File: config.mk
export PLATFORM = sky130hd
export DESIGN_NAME = control_loop_cmd_queue
export DESIGN_NICKNAME = d
export VERILOG_FILES = /design/src/rtl/control_loop_cmd_queue_pkg.sv /design/src/rtl/control_loop_cmd_queue_fifo.sv /design/src/rtl/control_loop_cmd_queue.sv
export SDC_FILE = /design/constraint.sdc
export NUM_CORES = 1
export LEC_CHECK = 0
export CORE_UTILIZATION = 40
export CTS_BUF_LIST = sky130_fd_sc_hd__clkbuf_16
export DETAILED_ROUTE_END_ITERATION = 12
export PLACE_DENSITY = 0.64
export SETUP_SLACK_MARGIN = 0.02
export SLEW_MARGIN = 10
export SYNTH_ARGS = -nofsm -noshare
export SYNTH_HDL_FRONTEND = slang
export SYNTH_SLANG_ARGS = --single-unit
File: constraint.sdc
create_clock -name clk -period 6.7 [get_ports clk]
set_input_delay 1.005 -clock clk [delete_from_list [all_inputs] [get_ports clk]]
set_output_delay 1.005 -clock clk [all_outputs]
set_load 0.05 [all_outputs]
File: src/rtl/control_loop_cmd_queue_pkg.sv
// control_loop_cmds: opcode width, opcode values and FSM encodings shared by
// the command queue and its users.
package control_loop_cmds;
    localparam int CONTROL_LOOP_CMD_WIDTH = 4;

    localparam logic [CONTROL_LOOP_CMD_WIDTH-1:0] CL_CMD_NOP       = 4'd0;
    localparam logic [CONTROL_LOOP_CMD_WIDTH-1:0] CL_CMD_READ_REG  = 4'd1;
    localparam logic [CONTROL_LOOP_CMD_WIDTH-1:0] CL_CMD_WRITE_REG = 4'd2;
    localparam logic [CONTROL_LOOP_CMD_WIDTH-1:0] CL_CMD_RUN_STEP  = 4'd3;
    localparam logic [CONTROL_LOOP_CMD_WIDTH-1:0] CL_CMD_RESET_INT = 4'd4;

    localparam logic [1:0] ST_IDLE     = 2'd0;
    localparam logic [1:0] ST_WAIT_FIN = 2'd1;
    localparam logic [1:0] ST_WAIT_REL = 2'd2;
endpackage

File: src/rtl/control_loop_cmd_queue_fifo.sv
// cmd_fifo: synchronous FIFO of 2^DEPTH_LEN entries with occupancy output;
// pushes when full and pops when empty are ignored.
module cmd_fifo #(
    parameter int WID       = 52,
    parameter int DEPTH_LEN = 2
) (
    input  logic                 clk,
    input  logic                 rst_L,
    input  logic                 push,
    input  logic                 pop,
    input  logic [WID-1:0]       din,
    output logic [WID-1:0]       dout,
    output logic [DEPTH_LEN:0]   level,
    output logic                 full,
    output logic                 empty
);
    localparam int LW    = DEPTH_LEN + 1;
    localparam int DEPTH = 1 << DEPTH_LEN;

    logic [WID-1:0]       mem [DEPTH];
    logic [DEPTH_LEN-1:0] wr_ptr, rd_ptr;
    logic                 do_push, do_pop;

    assign full    = level == LW'(DEPTH);
    assign empty   = level == '0;
    assign do_push = push && !full;
    assign do_pop  = pop && !empty;
    assign dout    = mem[rd_ptr];

    always_ff @(posedge clk) begin
        if (do_push) mem[wr_ptr] <= din;
    end

    always_ff @(posedge clk or negedge rst_L) begin
        if (!rst_L) begin
            wr_ptr <= '0;
            rd_ptr <= '0;
            level  <= '0;
        end else begin
            if (do_push) wr_ptr <= wr_ptr + 1'b1;
            if (do_pop) rd_ptr <= rd_ptr + 1'b1;
            level <= level + LW'(do_push) - LW'(do_pop);
        end
    end
endmodule

File: src/rtl/control_loop_cmd_queue.sv
// control_loop_cmd_queue: buffers host commands and issues them to control_loop
// over the start/finish handshake. Optional abort: CONTROL_LOOP_CMD_TIMEOUT_EN.
module control_loop_cmd_queue
    import control_loop_cmds::*;
#(
    parameter int CONSTS_WID     = 48,
    parameter int CMD_WID        = CONTROL_LOOP_CMD_WIDTH,
    parameter int FIFO_DEPTH_LEN = 2,
    parameter int TIMEOUT_WID    = 16
) (
    input  logic                    clk,
    input  logic                    rst_L,
    input  logic [CMD_WID-1:0]      host_cmd,
    input  logic [CONSTS_WID-1:0]   host_word,
    input  logic                    host_valid,
    output logic                    host_ready,
    output logic [CMD_WID-1:0]      resp_cmd,
    output logic [CONSTS_WID-1:0]   resp_word,
    output logic                    resp_valid,
    input  logic                    resp_ready,
    output logic                    resp_timeout,
    output logic [FIFO_DEPTH_LEN:0] fifo_level,
    output logic                    busy,
    output logic [CMD_WID-1:0]      loop_cmd,
    output logic [CONSTS_WID-1:0]   loop_word,
    output logic                    loop_start,
    input  logic                    loop_finish,
    input  logic [CONSTS_WID-1:0]   loop_word_out
);
    logic [1:0]                    state;
    logic [CMD_WID+CONSTS_WID-1:0] head;
    logic                          fifo_full, fifo_empty, pop, tmo_hit;

    // A stale finish from the previous command must drop before the next issue.
    assign pop        = state == ST_IDLE && !fifo_empty && !resp_valid && !loop_finish;
    assign host_ready = !fifo_full;
    assign busy       = state != ST_IDLE || !fifo_empty;

    cmd_fifo #(
        .WID       (CMD_WID + CONSTS_WID),
        .DEPTH_LEN (FIFO_DEPTH_LEN)
    ) u_fifo (
        .clk   (clk),
        .rst_L (rst_L),
        .push  (host_valid),
        .pop   (pop),
        .din   ({host_cmd, host_word}),
        .dout  (head),
        .level (fifo_level),
        .full  (fifo_full),
        .empty (fifo_empty)
    );

`ifdef CONTROL_LOOP_CMD_TIMEOUT_EN
    logic [TIMEOUT_WID-1:0] tmo_cnt;
    assign tmo_hit = &tmo_cnt;
`else
    assign tmo_hit      = TIMEOUT_WID < 0;
    assign resp_timeout = 1'b0;
`endif

    always_ff @(posedge clk or negedge rst_L) begin
        if (!rst_L) begin
            state      <= ST_IDLE;
            loop_cmd   <= '0;
            loop_word  <= '0;
            loop_start <= 1'b0;
            resp_cmd   <= '0;
            resp_word  <= '0;
            resp_valid <= 1'b0;
`ifdef CONTROL_LOOP_CMD_TIMEOUT_EN
            tmo_cnt      <= '0;
            resp_timeout <= 1'b0;
`endif
        end else begin
            if (resp_valid && resp_ready) resp_valid <= 1'b0;
            case (state)
                ST_IDLE: begin
                    if (pop) begin
                        {loop_cmd, loop_word} <= head;
                        state <= ST_WAIT_FIN;
`ifdef CONTROL_LOOP_CMD_TIMEOUT_EN
                        tmo_cnt <= '0;
`endif
                    end
                end
                ST_WAIT_FIN: begin
`ifdef CONTROL_LOOP_CMD_TIMEOUT_EN
                    tmo_cnt <= tmo_cnt + 1'b1;
                    if (loop_finish || tmo_hit) resp_timeout <= !loop_finish;
`endif
                    // Strobe rises one cycle after the operands are loaded.
                    if (loop_finish || tmo_hit) begin
                        loop_start <= 1'b0;
                        resp_cmd   <= loop_cmd;
                        resp_word  <= loop_finish ? loop_word_out : '0;
                        resp_valid <= 1'b1;
                        state      <= ST_WAIT_REL;
                    end else begin
                        loop_start <= 1'b1;
                    end
                end
                ST_WAIT_REL: begin
                    if (!loop_finish) state <= ST_IDLE;
                end
                default: state <= ST_IDLE;
            endcase
        end
    end
endmodule
==> reports/qor.csv, run 1 <==
stage,metric,value,unit
cells_and_area,Post-Layout Cell Count,1194,
sta,Slew Limit Fails,0,
clocking,Worst-path clk slew,0.06,ns
global_routing,vias in the first global route,6494,
cells_and_area,final instance area,15700,µm²
detailed_routing,total length of routed wires,23.6,mm
clocking,clk buf depth,3,
clocking,CTS tree,done,
detailed_routing,DR WL/cell,19.8,µm
global_routing,first-pass GRT wire length,36.8,mm
sta,final hold vios,0,
clocking,CTS Hold Buffers Added,0,
synth,Post-Syn Nets,656,
worst_setup_path,Crit. End Element,output pin,
pwr,Max VDD drop,0.321,mV
worst_setup_path,Critical Path AT,2.47,ns
floorplanning,Initial Utilization,40.7,%
clocking,insertion delay to the later sink of the worst-skew pair,0.50,ns
clocking,postcts setup bufs,0,
place,DP Area,14600,µm²
flow_run,max_cap viols,0,
clocking,post_cts resized,0,
cells_and_area,area grow syn2layout,30.3,%
run_status,status,"finished, final reports clean",
clocking,clock root cell,clkbuf_16,
cells_and_area,nets@finish,889,
pwr,PD cells,538,nW/µm²
worst_setup_path,Worst Path Required,5.69,ns
detailed_routing,"antenna viol nets, final",0,
sta,minimum clock period,3.48,ns
synth,Mean Syn Cell Area,22.2,µm²
global_routing,grt total ovfl,0,
floorplanning,row count,63,
sta,RSZ-0062 raised after global routing,no,
synth,number of synthesized register bits,323,
place,Placed Cells,1130,
clocking,CTS Sinks,323,
sta,Setup-failing EPs final,0,
floorplanning,IO Count,217,
synth,Synth Instances,544,
sta,Clock Skew,0.0110,ns
place,IO buf count,215,
sta,Fmax achieved,0.287,GHz
floorplanning,die footprint,30900,µm²
clocking,CTS HTree Levels,2,
place,gpl congestion,0.893,
sta,worst slew pin tran,1.01,ns
floorplanning,Die Wd,176,µm
sta,Slew headroom,32.9,%
synth,Yosys Warn Count,0,
floorplanning,core area,29600,µm²
pwr,Pleak,5.81,nW
global_routing,GRT Util Overall,15.7,%
detailed_routing,vias per inst,4.88,
synth,Post-Syn Area,12100,µm²
global_routing,largest net degree at the start of global routing,82,
synth,Cell variety after synth,26,
detailed_routing,initial drt markers,308,
worst_setup_path,Startpoint Class,flip-flop,
detailed_routing,routed vias,5825,
synth,sequential cell area fraction in the yosys report,75.6,%
floorplanning,Die Span Y,176,µm
cells_and_area,"leading cell types in the layout, fill and taps excluded","214 x clkdlybuf4s50_1, 208 x edfxtp_1, 113 x dfrtp_1, 78 x mux2_2, 52 x mux4_2",
sta,fin worst setup slack,3.22,ns
sta,TNS Setup,0,ns
clocking,TritonCTS Buffers,35,
cells_and_area,layout cell share with drive strength beyond 1,27.1,%
cells_and_area,"commonest non-fill, non-tap cell in the layout",clkdlybuf4s50_1,
detailed_routing,DRC,0,
global_routing,initial antenna violation count,1,
place,pre-CTS setup slack,2.84,ns
worst_setup_path,worst-path fanout max,4,
worst_setup_path,Setup CP Type,flip-flop to output pin,
detailed_routing,Initial DRT Pass Iterations,6,
place,DP Wirelength,14.6,mm
sta,fin crit share,51.9,%
worst_hold_path,HP Class,input pin to asynchronous set/reset pin,
[sequential cells by signal (all words and copies together), names as in the netlist]
signal / flops
loop_word: 48
u_fifo.mem: 208
resp_cmd: 4
resp_word: 48
loop_start: 1
u_fifo.rd_ptr: 2
u_fifo.level: 3
state: 2
loop_cmd: 4
u_fifo.wr_ptr: 2
resp_valid: 1
[cell usage after synthesis (all sizes together)]
| library cell | n | area [µm²] |
|---|---|---|
| fa | 1 | 20.0 |
| nor4 | 1 | 21.3 |
| nand3b | 1 | 7.51 |
| mux2 | 105 | 1280 |
| and2 | 4 | 25.0 |
| nand2b | 2 | 12.5 |
| xnor2 | 5 | 43.8 |
| mux4 | 52 | 1170 |
| edfxtp | 208 | 6250 |
| nand2 | 3 | 18.8 |
| buf | 18 | 161 |
| nand3 | 1 | 5.00 |
| nor2 | 1 | 3.75 |
| clkbuf | 5 | 18.8 |
| dfrtp | 115 | 2880 |
| a21boi | 2 | 15.0 |
| inv | 8 | 30.0 |
| o21ai | 3 | 15.0 |
| or3 | 2 | 12.5 |
| conb | 1 | 3.75 |
| ha | 6 | 75.1 |
[path summary, 6_finish.rpt]
| check | startpoint | end | slack (ns) | depth (start not counted) |
|---|---|---|---|---|
| max | u_fifo.level[0] | busy | 3.22 | 3 |
| min | rst_L | resp_word[17] | 0.40 | 1 |
| max reg2reg | u_fifo.level[0] | u_fifo.level[2] | 3.63 | 9 |
| min reg2reg | loop_start | loop_start | 0.49 | 2 |
| max in group asynchronous | rst_L | u_fifo.rd_ptr[0] | 4.87 | 2 |
| min in group clk | loop_start | loop_start | 0.49 | 2 |
[critical path, cell delays in order, from the launching register on]
cell and delay (ns):
dfrtp_1 0.41, or3_1 0.47, or3_1 0.37, clkdlybuf4s50_1 0.73
[metal layers]
metal | up-vias | share of wire [%] | global-route usage, %
met3 | 34 | 7.6 | 4.35
met2 | 216 | 49 | 26.9
li1 | 2595 | - | -
met1 | 2980 | 42 | 19.4
met4 | 0 | 1.8 | 4.49
met5 | - | 0 | 0
[per-stage QoR]
step | total power [mW] | util [%] | hold slack (ns)
4_1_cts | 8.59 | 53.1 | 0.399
5_1_grt | 8.85 | 53.1 | 0.414
2_1_floorplan | 5.54 | - | 0.534
6_report | 8.46 | 53.1 | 0.396
3_5_place_dp | 6.67 | 49.2 | 0.483
3_3_place_gp | 6.58 | 49.2 | 0.477
[kinds of logic (layout without fill, tap and decap cells)]
group	after synthesis	in the layout	share of synthesized area (%)
other	1	2	0.0311
adder cells (fa/ha/maj)	7	7	0.788
flip-flops	323	323	75.6
XOR/XNOR	5	5	0.363
multiplexers	157	157	20.3
AND/OR/NAND/NOR	15	15	0.881
AO/OA/AOI/OAI	5	5	0.249
buffers and inverters	31	290	1.74
[cell type report]
class                   count  area [µm²]
clock inverters            24         176
clock buffers              39         976
repair buffers            219        2180
diodes                      1        2.50
flip-flops and latches    323        9130
well taps                 390         488
inverters                   8        30.0
fillers                  2346       13900
multi-input cells         190        2740
[power by group]
| group | internal [mW] | total [mW] | switching [mW] |
|---|---|---|---|
| logic | 1.44 | 3.48 | 2.03 |
| registers | 2.78 | 3.09 | 0.311 |
| clock network | 1.16 | 1.89 | 0.731 |
(Power assumes the default switching activity.)
==> inputs of run 2 (changes only) <==
--- a/config.mk
+++ b/config.mk
@@ -8,7 +8,7 @@
 export CORE_UTILIZATION = 40
 export CTS_BUF_LIST = sky130_fd_sc_hd__clkbuf_16
 export DETAILED_ROUTE_END_ITERATION = 12
-export PLACE_DENSITY = 0.64
+export PLACE_DENSITY = 0.66
 export SETUP_SLACK_MARGIN = 0.02
 export SLEW_MARGIN = 10
 export SYNTH_ARGS = -nofsm -noshare
==> constraint.sdc (replaced) <==
create_clock -name clk -period 2.9 [get_ports clk]
set_input_delay 0.435 -clock clk [delete_from_list [all_inputs] [get_ports clk]]
set_output_delay 0.435 -clock clk [all_outputs]
set_load 0.05 [all_outputs]
==> reports/qor.csv, run 2 (same netlist as run 1, synthesis figures left out) <==
stage,metric,value,unit,change
clocking,CTS Sinks,323,,unchanged
sta,TNS Setup,0,ns,unchanged
worst_setup_path,Startpoint Class,flip-flop,,
clocking,clk buf depth,3,,unchanged
cells_and_area,Top Registers,"u_fifo.mem (208), loop_word (48), resp_word (48)",,
worst_setup_path,R2R cell count,9,,unchanged
pwr,Pleak,5.84,nW,+0.50%
detailed_routing,DR WL/cell,18.9,µm,-4.4%
worst_hold_path,HP Class,input pin to asynchronous set/reset pin,,
worst_setup_path,worst-path fanout max,4,,unchanged
cells_and_area,nets@finish,895,,+0.67%
sta,Fmax achieved,0.411,GHz,
clocking,postcts setup bufs,0,,unchanged
worst_setup_path,"Largest stage delay, worst path",0.46,ns,-0.27 ns
sta,worst slew pin tran,0.765,ns,-0.241 ns
sta,Min Hold Slack,-0.0169,ns,-0.413 ns
pwr,Max VDD drop,0.672,mV,+110%
floorplanning,Die Wd,176,µm,unchanged
worst_setup_path,Crit. End Element,output pin,,
global_routing,first-pass GRT wire length,36.0,mm,-2.1%
global_routing,initial antenna violation count,0,,-1
floorplanning,row count,63,,unchanged
floorplanning,Die Span Y,176,µm,unchanged
place,IO buf count,215,,unchanged
worst_setup_path,Worst Path Required,2.47,ns,-3.22 ns
sta,minimum clock period,2.43,ns,
detailed_routing,"antenna viol nets, final",0,,unchanged
place,pre-CTS setup slack,0.408,ns,-2.44 ns
sta,Slew Limit Fails,0,,unchanged
detailed_routing,initial drt markers,248,,-19%
clocking,TritonCTS Buffers,34,,-2.9%
clocking,insertion delay to the later sink of the worst-skew pair,0.50,ns,about the same
global_routing,largest net degree at the start of global routing,80,,-2.4%
sta,Slew headroom,49.0,%,+16 points
detailed_routing,routed vias,5874,,+0.84%
run_status,status,"complete, but fails checks",,
sta,RSZ-0062 raised after global routing,no,,
clocking,Worst-path clk slew,0.06,ns,about the same
worst_setup_path,Worst path slowest cell,or3_1,,
cells_and_area,final core utilization,53.5,%,+0.38 points
sta,Clock Skew,0.0178,ns,+0.00685 ns
cells_and_area,area grow syn2layout,31.3,%,
global_routing,grt total ovfl,0,,unchanged
floorplanning,core area,29600,µm²,unchanged
floorplanning,Initial Utilization,40.7,%,unchanged
sta,final hold vios,23,,+23
global_routing,vias in the first global route,6504,,+0.15%
worst_setup_path,Critical Path AT,2.00,ns,-0.47 ns
detailed_routing,vias per inst,4.90,,+0.42%
detailed_routing,total length of routed wires,22.7,mm,-4.0%
run_status,failing checks,hold timing,,
cells_and_area,"leading cell types in the layout, fill and taps excluded","213 x clkdlybuf4s50_1, 208 x edfxtp_1, 113 x dfrtp_1, 78 x mux2_2, 52 x mux4_2",,
cells_and_area,Biggest register,u_fifo.mem,,
worst_setup_path,Setup CP Type,flip-flop to output pin,,
worst_setup_path,crit-path cells,or3_1 > or3_1 > dlymetal6s2s_1,,
pwr,PD cells,1230,nW/µm²,+130%
cells_and_area,antenna cells,0,,-1
floorplanning,IO Count,217,,unchanged
cells_and_area,layout cell share with drive strength beyond 1,28.3,%,+1.2 points
place,DP Wirelength,14.0,mm,-4.5%
floorplanning,die footprint,30900,µm²,unchanged
clocking,clock root cell,clkbuf_16,,
sta,fin crit share,83.9,%,
place,gpl congestion,0.834,,-6.6%
worst_setup_path,CP most frequent cell,or3_1,,
clocking,CTS HTree Levels,2,,unchanged
flow_run,max_cap viols,0,,unchanged
cells_and_area,"commonest non-fill, non-tap cell in the layout",clkdlybuf4s50_1,,
detailed_routing,Initial DRT Pass Iterations,4,,-2
sta,fin worst setup slack,0.467,ns,-2.75 ns
cells_and_area,max reg flops,208,,unchanged
global_routing,GRT Util Overall,15.2,%,-0.54 points
detailed_routing,DRC,0,,unchanged
clocking,CTS tree,done,,
sta,Setup-failing EPs final,0,,unchanged
-- run 2: cell types whose count changed in the layout (fill, tap and decap cells not counted) --
cell,previous run,this run
buf_12,0,8
dlymetal6s2s_1,0,1
inv_4,0,1
bufinv_16,3,2
buf_4,4,3
clkbuf_16,39,38
clkinv_2,6,10
clkinv_4,0,1
inv_1,21,13
clkdlybuf4s50_1,214,213
clkinv_1,2,5
diode_2,1,0
-- run 2: metal layers --
| metal | vias to the layer above | GRT usage [%] | wire, µm |
|---|---|---|---|
| met5 | - | 0 | 0 |
| li1 | 2607 | - | - |
| met1 | 3019 | 18.9 | 9410 |
| met3 | 26 | 3.81 | 1520 |
| met2 | 222 | 26.2 | 11400 |
| met4 | 0 | 3.95 | 350 |
-- run 2: report_power, final --
group	switching (mW)	total (mW)	internal (mW)
combinational	4.64	8.08	3.45
clock	1.68	4.22	2.53
sequential	0.761	7.17	6.41
-- run 2: repair_timing --
action,in CTS,in global routing
gates resized for setup,0,1
hold buffers,0,0
endpoints found under the setup margin,0,1
-- run 2: through the flow --
| stage | hold slack, ns | power, mW | std cells | cell area [µm²] |
|---|---|---|---|---|
| global route | 0.0373 | 20.4 | 1199 | 15800 |
| detailed placement | 0.484 | 15.5 | 1137 | 14700 |
| global placement | 0.481 | 15.3 | 1137 | 14700 |
| finish | -0.0169 | 19.5 | 1199 | 15800 |
| CTS | 0.00631 | 19.8 | 1199 | 15800 |
| floorplan | 0.139 | 12.8 | 544 | 12100 |
-- run 2: layout make-up --
cell class                 instances  area, µm²
fill                            2333      13800
sequential                       323       9130
multi-input combinational        190       2740
timing repair buffer             226       2340
clock buffer                      38        951
tap                              390        488
clock inverter                    24        163
inverter                           8       30.0
-- run 2: final timing paths --
path	endpoint	slack (ns)	start
min in group clk	loop_start	0.49	loop_start
worst max register to register	u_fifo.level[2]	0.63	u_fifo.level[0]
worst min-delay path	loop_word[27]	-0.02	rst_L
max in group asynchronous	loop_word[11]	2.21	rst_L
worst min register to register	loop_start	0.49	loop_start
worst max-delay path	busy	0.47	u_fifo.level[0]
-- run 2: worst max-delay path, delay by kind of cell (launching register included) --
kind          cells  cell delay [ns]
flops             1             0.40
buf+inv           1             0.32
simple gates      2             0.79
==> inputs of run 3 (changes only) <==
==> constraint.sdc (replaced) <==
create_clock -name clk -period 2.1 [get_ports clk]
set_input_delay 0.315 -clock clk [delete_from_list [all_inputs] [get_ports clk]]
set_output_delay 0.315 -clock clk [all_outputs]
set_load 0.05 [all_outputs]
==> reports/qor.csv, run 3 (same netlist as run 1, synthesis figures left out) <==
stage,metric,value,unit,change
global_routing,met3 Use GR,3.57,%,-0.24 points
sta,minimum clock period,2.15,ns,
sta,Slew headroom,58.8,%,+9.8 points
clocking,insertion delay to the later sink of the worst-skew pair,0.50,ns,about the same
worst_setup_path,Setup CP Type,flip-flop to output pin,,
place,gpl congestion,0.847,,+1.6%
global_routing,initial antenna violation count,0,,unchanged
place,pre-CTS setup slack,-0.224,ns,-0.632 ns
floorplanning,core area,29600,µm²,unchanged
floorplanning,Initial Utilization,40.7,%,unchanged
cells_and_area,nets@finish,915,,+2.2%
pwr,Max VDD drop,0.997,mV,+48%
pwr,Pleak,6.04,nW,+3.5%
worst_setup_path,crit-path cells,or3_4 > or3_4 > buf_6,,
global_routing,GRT Util Overall,15.7,%,+0.55 points
global_routing,first-pass GRT wire length,37.1,mm,+3.0%
sta,Fmax achieved,0.465,GHz,
floorplanning,row count,63,,unchanged
sta,final hold vios,0,,-100%
cells_and_area,max reg flops,208,,unchanged
clocking,clock root cell,clkbuf_16,,
global_routing,gr busiest metal,met2,,
clocking,CTS tree,done,,
run_status,status,"complete, but fails checks",,
clocking,clk buf depth,3,,unchanged
cells_and_area,"commonest non-fill, non-tap cell in the layout",edfxtp_1,,
detailed_routing,vias per inst,4.87,,-0.55%
clocking,Worst-path clk slew,0.06,ns,about the same
clocking,TritonCTS Buffers,34,,unchanged
detailed_routing,DRC,0,,unchanged
global_routing,grt total ovfl,0,,unchanged
flow_run,max_cap viols,0,,unchanged
global_routing,met2 usage,26.5,%,+0.31 points
worst_setup_path,Critical Path AT,1.84,ns,-0.16 ns
detailed_routing,DR WL/cell,19.6,µm,+3.7%
worst_setup_path,worst-path fanout max,3,,-1
detailed_routing,Initial DRT Pass Iterations,4,,unchanged
worst_setup_path,Worst path slowest cell,or3_4,,
worst_setup_path,CP most frequent cell,or3_4,,
sta,RSZ-0062 raised after global routing,yes,,
cells_and_area,layout cell share with drive strength beyond 1,31.0,%,+2.7 points
worst_setup_path,Worst Path Required,1.78,ns,-0.69 ns
detailed_routing,total length of routed wires,23.9,mm,+5.4%
detailed_routing,routed vias,5939,,+1.1%
worst_setup_path,R2R cell count,9,,unchanged
sta,fin crit share,102,%,
floorplanning,die footprint,30900,µm²,unchanged
floorplanning,IO Count,217,,unchanged
worst_setup_path,"Largest stage delay, worst path",0.43,ns,-0.03 ns
clocking,CTS Sinks,323,,unchanged
sta,Min Hold Slack,0.358,ns,+0.375 ns
worst_hold_path,HP Class,input pin to asynchronous set/reset pin,,
detailed_routing,initial drt markers,240,,-3.2%
sta,Setup-failing EPs final,1,,+1
floorplanning,Die Wd,176,µm,unchanged
cells_and_area,antenna cells,0,,unchanged
cells_and_area,"leading cell types in the layout, fill and taps excluded","208 x edfxtp_1, 204 x clkdlybuf4s50_1, 110 x dfrtp_1, 78 x mux2_2, 52 x mux4_2",,
detailed_routing,"antenna viol nets, final",0,,unchanged
sta,fin worst setup slack,-0.0501,ns,-0.517 ns
cells_and_area,area grow syn2layout,34.2,%,
cells_and_area,Top Registers,"u_fifo.mem (208), loop_word (48), resp_word (48)",,
clocking,CTS HTree Levels,2,,unchanged
run_status,failing checks,setup timing,,
sta,Slew Limit Fails,0,,unchanged
sta,Clock Skew,0.00810,ns,-0.00970 ns
floorplanning,Die Span Y,176,µm,unchanged
global_routing,GR Util met1,20.6,%,+1.6 points
place,IO buf count,215,,unchanged
cells_and_area,Biggest register,u_fifo.mem,,
global_routing,largest net degree at the start of global routing,54,,-33%
global_routing,vias in the first global route,6522,,+0.28%
place,DP Wirelength,15.6,mm,+11%
sta,worst slew pin tran,0.618,ns,-0.148 ns
pwr,PD cells,1700,nW/µm²,+39%
worst_setup_path,Startpoint Class,flip-flop,,
worst_setup_path,Crit. End Element,output pin,,
run 3: layer usage:
| layer | share of wire [%] | vias to the layer above |
|---|---|---|
| li1 | - | 2659 |
| met1 | 42 | 3023 |
| met2 | 50 | 226 |
| met3 | 7.0 | 31 |
| met4 | 1.7 | 0 |
| met5 | 0 | - |
run 3: per-stage QoR:
| stage | instance area (µm²) | instances | setup TNS, ns | utilization [%] | power (mW) |
|---|---|---|---|---|---|
| 2_1_floorplan | 12100 | 544 | -28.86 | - | 17.8 |
| 3_3_place_gp | 15000 | 1154 | -1.79 | 50.6 | 21.6 |
| 3_5_place_dp | 15000 | 1154 | -2.15 | 50.6 | 21.9 |
| 4_1_cts | 16200 | 1218 | -0.0998 | 54.6 | 28.0 |
| 5_1_grt | 16200 | 1219 | -0.148 | 54.6 | 28.8 |
| 6_report | 16200 | 1219 | -0.0501 | 54.6 | 27.6 |
run 3: cell type report:
type | count | area (µm²)
clock buffer | 38 | 951
clock inverter | 24 | 204
fill | 2298 | 13400
inverter | 8 | 32.5
multi-input combinational | 190 | 2800
sequential | 323 | 9130
tap | 390 | 488
timing repair buffer | 246 | 2590
run 3: worst paths after layout:
check,start,endpoint,slack [ns]
max in group asynchronous,rst_L,u_fifo.level[0],1.08
worst min register to register,loop_start,loop_start,0.49
worst max-delay path,u_fifo.level[1],busy,-0.05
worst min-delay path,rst_L,resp_word[35],0.36
worst max register to register,u_fifo.level[1],u_fifo.level[2],0.01
min in group clk,resp_ready,resp_valid,0.42
run 3: timing repair:
item                       CTS  global route
cloned                       0             0
hold endpoints to repair    35             0
hold buffers                 1             0
pin swaps                    5             2
setup endpoints to repair    7             7
gates resized for setup      7             6
setup buffers                1             1
run 3: where the power goes:
part	total [mW]	internal [mW]	switching, mW	leakage (nW)
Clock	6.02	3.73	2.29	0.609
Combinational	11.8	5.06	6.72	2.17
Sequential	9.77	8.86	0.908	3.26
Total	27.6	17.7	9.92	6.04
run 3: worst max-delay path, delay by kind of cell, from the launching register on:
| kind | cells | cell delay (ns) |
|---|---|---|
| buffers and inverters | 1 | 0.16 |
| flip-flops | 1 | 0.40 |
| AND/OR/NAND/NOR | 2 | 0.78 |
